--- src/rtl/sync_framer_if.sv ---
// sync_framer_if -- word-stream bundle between an upstream source and the
// sync_framer block.
//   retrain      : source -> framer, synchronous request to restart training
//   valid_in     : source -> framer, datain carries a word
//   datain[15:0] : source -> framer, upstream data word
//   ready        : framer -> source, word accepted this cycle when valid_in
//   valid        : framer -> lane, dataout carries a data or sync word
//   dataout[15:0]: framer -> lane, word towards the serializer
//   training     : framer -> lane, high while the framer is training
//   sync_collide : framer -> lane, emitted data word equals the sync pattern
interface sync_framer_if;
  logic        retrain;
  logic        valid_in;
  logic [15:0] datain;
  logic        ready;
  logic        valid;
  logic [15:0] dataout;
  logic        training;
  logic        sync_collide;

  // Upstream source / testbench side.
  modport master (
    output retrain, valid_in, datain,
    input  ready, valid, dataout, training, sync_collide
  );

  // Framer side.
  modport slave (
    input  retrain, valid_in, datain,
    output ready, valid, dataout, training, sync_collide
  );
endinterface

--- src/rtl/sync_framer.sv ---
// sync_framer -- inserts lane sync words into a 16-bit data stream.
// After reset or a retrain request it sends a training burst of TRAIN_LEN
// sync words, then forwards accepted data words with one cycle of latency.
// Every SYNC_PERIOD accepted words (0 = never) it stalls upstream and emits
// a burst of SYNC_BURST sync words.
// Ports:
//   clk  : rising-edge clock
//   rst  : asynchronous active-high reset
//   bus  : sync_framer_if.slave (retrain/valid_in/datain in; ready/valid/
//          dataout/training/sync_collide out)
module sync_framer #(
  parameter logic [7:0]  TRAIN_LEN   = 8'd32,
  parameter logic [15:0] SYNC_PERIOD = 16'd1024,
  parameter logic [7:0]  SYNC_BURST  = 8'd4
) (
  input  logic          clk,
  input  logic          rst,
  sync_framer_if.slave  bus
);

  localparam logic [15:0] SYNC_WORD = 16'h817E;

  typedef enum logic [1:0] {
    TRAIN,
    DATA,
    INSERT
  } state_t;

  state_t      state_q;
  logic [7:0]  train_cnt_q;
  logic [7:0]  burst_cnt_q;
  logic [15:0] period_cnt_q;
  logic        valid_q;
  logic [15:0] dataout_q;
  logic        collide_q;
  logic        training_q;

  logic        ready_w;
  logic        xfer_w;

  // ready depends only on the state register and retrain, never on valid_in.
  assign ready_w = (state_q == DATA) && !bus.retrain;
  assign xfer_w  = ready_w && bus.valid_in;

  assign bus.ready        = ready_w;
  assign bus.valid        = valid_q;
  assign bus.dataout      = dataout_q;
  assign bus.sync_collide = collide_q;
  assign bus.training     = training_q;

  always_ff @(posedge clk or posedge rst) begin
    if (rst) begin
      state_q      <= TRAIN;
      train_cnt_q  <= '0;
      burst_cnt_q  <= '0;
      period_cnt_q <= '0;
      valid_q      <= 1'b0;
      dataout_q    <= '0;
      collide_q    <= 1'b0;
      training_q   <= 1'b1;
    end else begin
      // training is registered from the state that produced the word now
      // being loaded, so it stays aligned with dataout.
      training_q <= (state_q == TRAIN);
      collide_q  <= 1'b0;

      if (bus.retrain) begin
        // Retrain wins over any terminal count; the sync word loaded here
        // starts training on this edge.
        state_q      <= TRAIN;
        train_cnt_q  <= '0;
        burst_cnt_q  <= '0;
        period_cnt_q <= '0;
        valid_q      <= 1'b1;
        dataout_q    <= SYNC_WORD;
      end else begin
        case (state_q)
          TRAIN: begin
            valid_q   <= 1'b1;
            dataout_q <= SYNC_WORD;
            if (train_cnt_q == TRAIN_LEN - 8'd1) begin
              train_cnt_q <= '0;
              state_q     <= DATA;
            end else begin
              train_cnt_q <= train_cnt_q + 8'd1;
            end
          end

          DATA: begin
            if (xfer_w) begin
              valid_q   <= 1'b1;
              dataout_q <= bus.datain;
              collide_q <= (bus.datain == SYNC_WORD);
              if (SYNC_PERIOD != '0) begin
                if (period_cnt_q == SYNC_PERIOD - 16'd1) begin
                  period_cnt_q <= '0;
                  burst_cnt_q  <= '0;
                  state_q      <= INSERT;
                end else begin
                  period_cnt_q <= period_cnt_q + 16'd1;
                end
              end
            end else begin
              valid_q   <= 1'b0;
              dataout_q <= '0;
            end
          end

          INSERT: begin
            valid_q   <= 1'b1;
            dataout_q <= SYNC_WORD;
            if (burst_cnt_q == SYNC_BURST - 8'd1) begin
              burst_cnt_q <= '0;
              state_q     <= DATA;
            end else begin
              burst_cnt_q <= burst_cnt_q + 8'd1;
            end
          end

          default: begin
            state_q   <= TRAIN;
            valid_q   <= 1'b0;
            dataout_q <= '0;
          end
        endcase
      end
    end
  end

endmodule

--- src/flat_wrapper.sv ---
// flat-port wrapper written by rule: the top's interface ports become plain ports
module sync_framer_flat 
#(
  parameter logic [7:0]  TRAIN_LEN   = 8'd32,
  parameter logic [15:0] SYNC_PERIOD = 16'd1024,
  parameter logic [7:0]  SYNC_BURST  = 8'd4
)
  (clk, rst, bus_retrain, bus_valid_in, bus_datain, bus_ready, bus_valid, bus_dataout, bus_training, bus_sync_collide);
  sync_framer_if bus_i ();
  input  logic clk;
  input  logic rst;
  input wire logic [$bits(bus_i.retrain)-1:0] bus_retrain;
  input wire logic [$bits(bus_i.valid_in)-1:0] bus_valid_in;
  input wire logic [$bits(bus_i.datain)-1:0] bus_datain;
  output wire logic [$bits(bus_i.ready)-1:0] bus_ready;
  output wire logic [$bits(bus_i.valid)-1:0] bus_valid;
  output wire logic [$bits(bus_i.dataout)-1:0] bus_dataout;
  output wire logic [$bits(bus_i.training)-1:0] bus_training;
  output wire logic [$bits(bus_i.sync_collide)-1:0] bus_sync_collide;
  assign bus_i.retrain = bus_retrain;
  assign bus_i.valid_in = bus_valid_in;
  assign bus_i.datain = bus_datain;
  assign bus_ready = bus_i.ready;
  assign bus_valid = bus_i.valid;
  assign bus_dataout = bus_i.dataout;
  assign bus_training = bus_i.training;
  assign bus_sync_collide = bus_i.sync_collide;
  sync_framer #(.TRAIN_LEN(TRAIN_LEN), .SYNC_PERIOD(SYNC_PERIOD), .SYNC_BURST(SYNC_BURST)) u_core (.clk(clk), .rst(rst), .bus(bus_i));
endmodule
--- config.mk ---
export PLATFORM = sky130hd
export DESIGN_NAME = sync_framer_flat
export DESIGN_NICKNAME = d
export VERILOG_FILES = /design/src/rtl/sync_framer_if.sv /design/src/rtl/sync_framer.sv /design/src/flat_wrapper.sv
export SDC_FILE = /design/constraint.sdc
export NUM_CORES = 1
export LEC_CHECK = 0
export ABC_AREA = 1
export CAP_MARGIN = 20
export CORE_MARGIN = 10
export CORE_UTILIZATION = 25
export CTS_CLUSTER_DIAMETER = 120
export CTS_CLUSTER_SIZE = 28
export DETAILED_ROUTE_END_ITERATION = 16
export GPL_ROUTABILITY_DRIVEN = 0
export PLACE_DENSITY = 0.47
export SETUP_SLACK_MARGIN = 0.4
export SLEW_MARGIN = 20
export SYNTH_ARGS = -nofsm -noshare
export SYNTH_HDL_FRONTEND = slang
export SYNTH_SLANG_ARGS = --single-unit
--- constraint.sdc ---
create_clock -name clk -period 2.2 [get_ports clk]
set_input_delay 0.44 -clock clk [delete_from_list [all_inputs] [get_ports clk]]
set_output_delay 0.44 -clock clk [all_outputs]
set_load 0.01 [all_outputs]
Yosys cells after proc, flatten, opt, wreduce, memory -nomap -nowiden
Index checks and enable logic that the tools add are counted.
Widths: inputs -> output; s select.
{"block": "totals", "elab_cells": 60, "rom_bits": 0, "inputBits": 20, "mem_bits_rw": 0, "n_memories": 0, "latchBits": 0, "register_bits": 53}
{"block": "op_classes", "n_lt_le_gt_ge": 0, "div": 0, "n_eq_ne": 10, "bitwise_logic": 0, "reduce_logical": 12, "add_sub_neg": 3, "mul": 0, "n_mux": 27, "n_shift": 0}
{"op": "$mux 16", "count": 6}
{"op": "$mux 8", "count": 7}
{"op": "$pmux 16 s2", "count": 1}
{"op": "$add 16x1->16 const B", "count": 1}
{"op": "$add 8x1->8 const B", "count": 2}
{"op": "$eq 16x10->1 const B", "count": 1}
{"op": "$eq 16x16->1 const B", "count": 1}
{"op": "$pmux 8 s2", "count": 1}
{"op": "$mux 2", "count": 5}
{"op": "$eq 8x2->1 const B", "count": 1}
{"op": "$eq 8x5->1 const B", "count": 1}
{"op": "$ne 3x2->1 const B", "count": 2}
{"op": "$ne 3x3->1 const B", "count": 2}
{"op": "$pmux 2 s3", "count": 1}
{"op": "$reduce_bool 2->1", "count": 3}
{"op": "$mux 1", "count": 5}
{"op": "$reduce_and 4->1", "count": 1}
{"op": "$reduce_and 3->1", "count": 1}
{"op": "$reduce_bool 3->1", "count": 1}
{"op": "$eq 2x1->1 const B", "count": 1}
{"op": "$eq 2x2->1 const B", "count": 1}
{"op": "$logic_and 1x1->1", "count": 2}
{"op": "$logic_not 2->1", "count": 1}
{"op": "$pmux 1 s2", "count": 1}
{"op": "3 further kinds", "count": 3}

Depth between registers and ports, before layout
Gate-level depths: netlist (run 1).
{"block": "logic_depth", "ltp_word": 6, "depth_mapped": 9, "mapped_depth_nobuf": 9}

Least setup slack after synthesis (run 1)
OpenSTA, ideal clock, no wires.
{"block": "synth_timing", "path_type": "reg2reg", "startpoint": "register u_core.period_cnt_q[1]", "endpoint": "register u_core.period_cnt_q[4]", "arrival_ps": 1234, "n_path_buf": 0, "setup_time_ps": 122, "stages_incl_launch_ff": 9, "slack_ps": 844, "path_cell_list": "dfrtp_1 -> ha_1 -> nand3_1 -> nor2_4 -> nand2_1 -> nand2_1 -> nand2_1 -> inv_2 -> nor3_1"}
{"block": "synth_via", "elab_chain_len": 5, "word_cells_on_any_way": 6, "cone_classes": "1 x add/sub; 1 x eq/ne; 4 x mux"}
{"item": "start: declaration", "line_no": "sync_framer.sv:32", "text": "logic [15:0] period_cnt_q;"}
{"item": "start signal: assignment", "line_no": "sync_framer.sv:100", "text": "period_cnt_q <= period_cnt_q + 16'd1;"}
{"item": "$add 16x1->16 / $eq 16x10->1 (equally long branches)", "line_no": "sync_framer.sv:100, sync_framer.sv:95"}
{"item": "$mux 16 *", "line_no": "sync_framer.sv:95", "text": "if (period_cnt_q == SYNC_PERIOD - 16'd1) begin"}
{"item": "$mux 16 *", "line_no": "sync_framer.sv:90", "text": "if (xfer_w) begin"}
{"item": "$mux 16 *", "line_no": "sync_framer.sv:77", "text": "case (state_q)"}
{"item": "$mux 16 *", "line_no": "sync_framer.sv:67", "text": "if (bus.retrain) begin"}
Every way passes the cells marked *; elsewhere a longest branch is shown, timed or not. The select of a mux whose other input is x is not followed.
A chain may end at the register's enable or synchronous reset.

Final worst setup path (run 1)
{"block": "layout_timing", "startpoint": "register u_core.state_q[0]", "endpoint": "output bus_ready"}
{"block": "layout_via", "elab_chain_len": 2}
{"item": "start: declaration", "line_no": "sync_framer.sv:29", "text": "state_t state_q;"}
{"item": "start signal: assignment", "line_no": "sync_framer.sv:53", "text": "state_q <= TRAIN;"}
{"item": "start signal: assignment", "line_no": "sync_framer.sv:70", "text": "state_q <= TRAIN;"}
{"item": "start signal: assignment", "line_no": "sync_framer.sv:83", "text": "state_q <= DATA;"}
{"item": "$eq 2x1->1", "line_no": "sync_framer.sv:42", "text": "assign ready_w = (state_q == DATA) && !bus.retrain;"}
{"item": "$logic_and 1x1->1", "line_no": "sync_framer.sv:42"}
{"item": "end: declaration", "line_no": "flat_wrapper.sv:15", "text": "output wire logic [$bits(bus_i.ready)-1:0] bus_ready;"}
Every way passes these cells.

==> flow_summary.toml, run 1 <==
[synthesis]
yosys_warnings = 0
synth_area_um2 = 2721
synth_cell_type_count = 30
synth_edf_count = 0
yosysTopAreaCell = "dfrtp_1"
synth_top_area_frac = 0.4782
synth.avg_cell_area_um2 = 7.911
synth-simple-area-share = 0.3149
synth_ff_type = "dfrtp_1"
synthTopCellsByCount = "nand2_1, inv_1, dfrtp_1, nor2_1, nand3_1"
yosysMostFrequentCell = "nand2_1"
synth_compound_area_frac = 0.08000
synth_mux_area_frac = 0
syn_inst = 344
synth-xor-area-share = 0.01931
syn_nets = 367
netlist_top_cells_area = "dfrtp_1, nand2_1, inv_1"
synth_top_family_by_area = "simple AND/OR/NAND/NOR gates"
yosysSeqAreaShare = 0.4878
ys_seq_elements = 53
yosys.area_share.adder = 0.01379
synth-async-reset-ratio = 1.000

[grt]
grt_pass1_vias = 2400
grt_overflow = 0
grt_pass1_wl_um = 11660
track_usage = 0.08744
grt_max_degree = 29
antenna_found_initial = 0

[critical_path]
critPathMaxFanout = 4
cp.arrival_ns = 1.23
critPathLaunchType = "flop"
critical_path_required_ns = 1.76
critPathCaptureType = "primary output"
critPathKind = "reg -> out"

[clock_network]
cts_tree = "yes"
clkTransAtPathRegs_ns = 0.09
numCtsBuffers = 5
clk_latency_ns = 0.30
htreeDepth = 2
cts-root-buf = "clkbuf_8"
clk_path_buf_depth = 2
cts_sinks = 53

[route]
drtAntennaViolNets = 0
routed_wl_um = 6590
wl_per_cell_um = 12.27
first_iter_violations = 170
vias_per_cell = 4.367
drc = 0
firstDrtPassIters = 4
via_count = 2345

[pwr]
p_per_area_nw_per_um2 = 597.0
vdd_drop_max_mv = 0.2184
p_leak_uw = 0.001618

[layout]
nets = 419
drive_gt1_frac = 0.09068
finalNonFillerCells = 537
antennaDiodeCount = 0
syn2layout_area_growth_pct = 27.03
final_cell_area_um2 = 3457

[sta]
report.final.slew_viol_count = 0
rsz0062_at_grt = "false"
fin_crit_ns = 1.671
finalHoldViolCount = 0
hold_ws_ns = 0.5153
finalCritPeriodShare = 0.7597
fmax_mhz = 598.3
skew_ns = 0.006531
setup_tns_ns = 0
setup_viol = 0
tightestPinTransition_ns = 0.3675
relSlewSlack = 0.7541

[flow_run]
maxCapViolCount = 0

[placed_design]
place_area_um2 = 3316
portBuffers = 39
post-dp-hpwl_um = 5137
placed_cells = 527

[floorplan]
ioPinCount = 40
dieWidth_um = 124.3
fp-row-count = 38
start_util = 0.2533
design.die.area_um2 = 15460
die_h_um = 124.3
core-area_um2 = 10750

[hold_path]
worstHoldPathType = "in -> async"

[outcome]
status = "finished, final reports clean"
## where the power goes
group          leakage (uW)  total, uW  switching, uW  internal, uW
combinational      0.000870        325            184           141
clock             0.0000585        687            315           372
sequential         0.000689       1050           27.7          1020
## stage by stage
step | setup slack [ns] | power (uW) | util
after global placement | 0.09151 | 1388 | 0.3086
after global routing | 0.4308 | 2178 | 0.3217
after detailed placement | 0.07514 | 1390 | 0.3086
after floorplan | 0.4754 | 1230 | -
final | 0.5287 | 2064 | 0.3217
after CTS | 0.3901 | 2082 | 0.3195
## cells in the final DEF, fill, tap and decap left out, types with 4 or more instances in the layout
cell              n
a21oi_1           6
buf_4             8
clkbuf_8          6
clkdlybuf4s50_1  37
dfrtp_1          51
inv_1            51
nand2_1          87
nand3_1          20
nand4_1          15
nor2_1           49
nor2_4            6
nor3_1            7
o21ai_0          16
o22ai_1           5
xor2_1            4
## final timing paths
path / slack, ns / cells after the start / end / start
setup reg to reg: 0.56 / 8 / u_core.period_cnt_q[5] / u_core.period_cnt_q[1]
hold / removal: 0.52 / 3 / u_core.period_cnt_q[4] / rst
setup / recovery: 0.53 / 3 / bus_ready / u_core.state_q[0]
hold reg to reg: 0.52 / 2 / u_core.burst_cnt_q[1] / u_core.burst_cnt_q[1]
min in group clk: 0.52 / 2 / u_core.burst_cnt_q[1] / u_core.burst_cnt_q[1]
max in group asynchronous: 1.38 / 3 / u_core.bus.training / rst
## what timing repair did
| item | CTS | global route |
|---|---|---|
| gates cloned | 0 | 0 |
| buffers inserted | 0 | 2 |
| endpoints found under the setup margin | 2 | 7 |
| hold buffers | 0 | 0 |
| resized for setup | 5 | 5 |
| pin swaps | 0 | 1 |
## cell families after synthesis
family | Yosys count
buffers and inverters | 58
xor gates and xnor gates | 6
DFF | 53
adders and majority gates | 3
AOI/OAI and AO/OA | 35
and+or+nand+nor | 189
## critical path, stage by stage (launching register included)
cell and delay (ns):
dfrtp_2 0.41, clkinvlp_4 0.15, nor3_4 0.21, buf_2 0.16
## cell type report
cell class,instances,area (um2)
fillers,1141,7288
flip-flops and latches,53,1329
multi-input cells,233,1174
repair buffers,47,444.2
inverters,56,219.0
well taps,140,175.2
clock buffers,7,86.33
clock inverters,1,30.03
## sequential cells by signal, summed over array words and instances (netlist names)
register and count:
u_core.bus.dataout 16, u_core.period_cnt_q 16, u_core.burst_cnt_q 8, u_core.train_cnt_q 8
u_core.state_q 2, u_core.bus.sync_collide 1, u_core.bus.training 1, u_core.bus.valid 1
## metal layers
| metal | GRT usage | vias up | share of wire |
|---|---|---|---|
| li1 | - | 1199 | - |
| met1 | 0.1058 | 1118 | 0.45 |
| met2 | 0.1542 | 24 | 0.52 |
| met3 | 0.01277 | 4 | 0.017 |
| met4 | 0.02879 | 0 | 0.012 |
| met5 | 0 | - | 0 |
Note: power is estimated with default switching activity, not from simulation.
==> run 2, diff against run 1 <==
- PLACE_DENSITY: 0.47 -> 0.48
- clock period: 2.2 -> 1.46 ns (I/O delays scaled with it)
==> run 2 against run 1 <==
  * Via count up 8.2%
  * Worst hold slack worse by 0.14 ns
  * Critical path depth up 6
  * Global-route usage up 0.31 points
  * Utilization up 6.3 points
  * Die area unchanged
  * Combinational power up 130%
  * Register-to-register slack worse by 0.52 ns
  * Clock skew about the same
  * Design area up 20%
  * Count of clock-buffer cells in the layout down 2
  * First-iteration DRC count down 61%
  * Largest cell class is now multi-input combinational cells
==> flow_summary.toml, run 2 (synthesis gave the netlist of run 1 again) <==
[outcome]
status = "finished, final reports clean"

[sta]
tightestPinTransition_ns = 0.3751
fmax_mhz = 702.9
finalCritPeriodShare = 0.9744
fin_crit_ns = 1.423
skew_ns = 0.006037
report.final.slew_viol_count = 0
relSlewSlack = 0.7473
setup_tns_ns = 0
setup_viol = 0
layout_setup_ws_ns = 0.03738
finalHoldViolCount = 0
rsz0062_at_grt = "true"

[clock_network]
clk_latency_ns = 0.31
htreeDepth = 2
cts_tree = "yes"
cts-root-buf = "clkbuf_8"
cts_hold_buffers = 0
clkTransAtPathRegs_ns = 0.11
clk_path_buf_depth = 2
numCtsBuffers = 5
cts_sinks = 53

[route]
vias_per_cell = 4.359
first_iter_violations = 67
firstDrtPassIters = 4
wl_per_cell_um = 12.34
routed_wl_um = 7180
drc = 0
via_count = 2537
drtAntennaViolNets = 0

[hold_path]
worstHoldPathType = "in -> async"

[flow_run]
maxCapViolCount = 0

[pwr]
vdd_drop_max_mv = 0.4882
combPwrFrac = 0.226
p_leak_uw = 0.001914
sequentialPowerShare = 0.495
intPower_uw = 2265
p_clk_frac = 0.278
p_per_area_nw_per_um2 = 783.3
swShare = 0.3000
p_sw_uw = 970.8
power.total_uw = 3236

[floorplan]
start_util = 0.2533
fp-row-count = 38
design.die.area_um2 = 15460
dieWidth_um = 124.3
ioPinCount = 40
die_h_um = 124.3
core-area_um2 = 10750

[critical_path]
critPathKind = "reg -> reg"
rr_worst_depth = 9
critPathMaxFanout = 8
critPathCaptureType = "flop"
cp.arrival_ns = 1.64
critical_path_required_ns = 1.67
critPathLaunchType = "flop"

[layout]
syn2layout_area_growth_pct = 51.82
final_cell_mix = "nand2_1, inv_1, dfrtp_1, buf_4, nor2_1"
nets = 464
layout_commonest_cell = "nand2_1"
antennaDiodeCount = 0
drive_gt1_frac = 0.3756

[placed_design]
pre_cts_ws_ns = -0.2955
post-dp-hpwl_um = 5330
portBuffers = 39

[grt]
track_usage = 0.09055
grt_max_degree = 28
antenna_found_initial = 0
grt_pass1_wl_um = 12010
grt_overflow = 0
grt_pass1_vias = 2474
==> run 2: cell count changes in the layout (fill, tap and decap cells not counted), sizes merged <==
| cell | previous run | this run |
|---|---|---|
| inv | 55 | 57 |
| buf | 9 | 72 |
| dlygate4sd2 | 1 | 2 |
| clkdlybuf4s50 | 37 | 17 |
| bufinv | 1 | 0 |
| clkinvlp | 1 | 2 |
| clkbuf | 7 | 6 |
==> run 2: area by class of cell <==
| type | instances | area [um2] |
|---|---|---|
| clock buffers | 5 | 68.82 |
| fillers | 1128 | 6614 |
| repair buffers | 92 | 840.8 |
| flip-flops and latches | 53 | 1334 |
| multi-input cells | 233 | 1454 |
| inverters | 56 | 234.0 |
| well taps | 140 | 175.2 |
| clock inverters | 3 | 25.02 |
==> run 2: timing repair <==
item / CTS / global route
gates cloned: 0 / 1
gates resized for setup: 120 / 68
pin swaps: 10 / 21
endpoints found under the setup margin: 71 / 71
buffers inserted: 6 / 8
==> run 2: metrics by stage <==
step	hold WS, ns	instance area, um2	instances	util
6_report	0.3790	4131	582	0.3845
5_1_grt	0.3858	4131	582	0.3845
4_1_cts	0.3904	3830	573	0.3564
3_5_place_dp	0.4975	3642	559	0.3390
3_3_place_gp	0.4875	3642	559	0.3390
2_1_floorplan	0.3530	2783	344	-
==> run 2: worst max-delay path, cell delays in order, from the launching register on <==
cell,delay [ns]
dfrtp_1,0.41
nand2_2,0.08
inv_1,0.07
nand2_2,0.07
nor2_4,0.20
nand3_2,0.11
nand2_2,0.11
nand2_4,0.11
nand2_1,0.09
nand2_1,0.05
==> run 2: power groups by stage <==
stage               clock network [uW]  registers, uW  logic (uW)
floorplan                            0           1640         237
global placement                     0           1620         565
detailed placement                   0           1620         567
CTS                                933           1600         609
global route                       994           1610         801
finish                             901           1600         732
==> run 2: per-layer routing <==
layer	GRT usage	up-vias	routed length [um]
li1	-	1294	-
met3	0.01404	8	135
met2	0.1560	24	3637
met5	0	-	0
met1	0.1139	1211	3323
met4	0.02467	0	83
==> run 2: worst paths after layout <==
check                                       start                 endpoint  slack (ns)
min in group clk                   bus_datain[13]   u_core.bus.dataout[13]        0.50
max reg2reg                u_core.period_cnt_q[6]    u_core.burst_cnt_q[4]        0.04
max                        u_core.period_cnt_q[6]    u_core.burst_cnt_q[4]        0.04
min reg2reg                 u_core.burst_cnt_q[1]    u_core.burst_cnt_q[1]        0.53
max in group asynchronous                     rst      u_core.bus.training        0.84
min                                           rst  u_core.period_cnt_q[11]        0.38
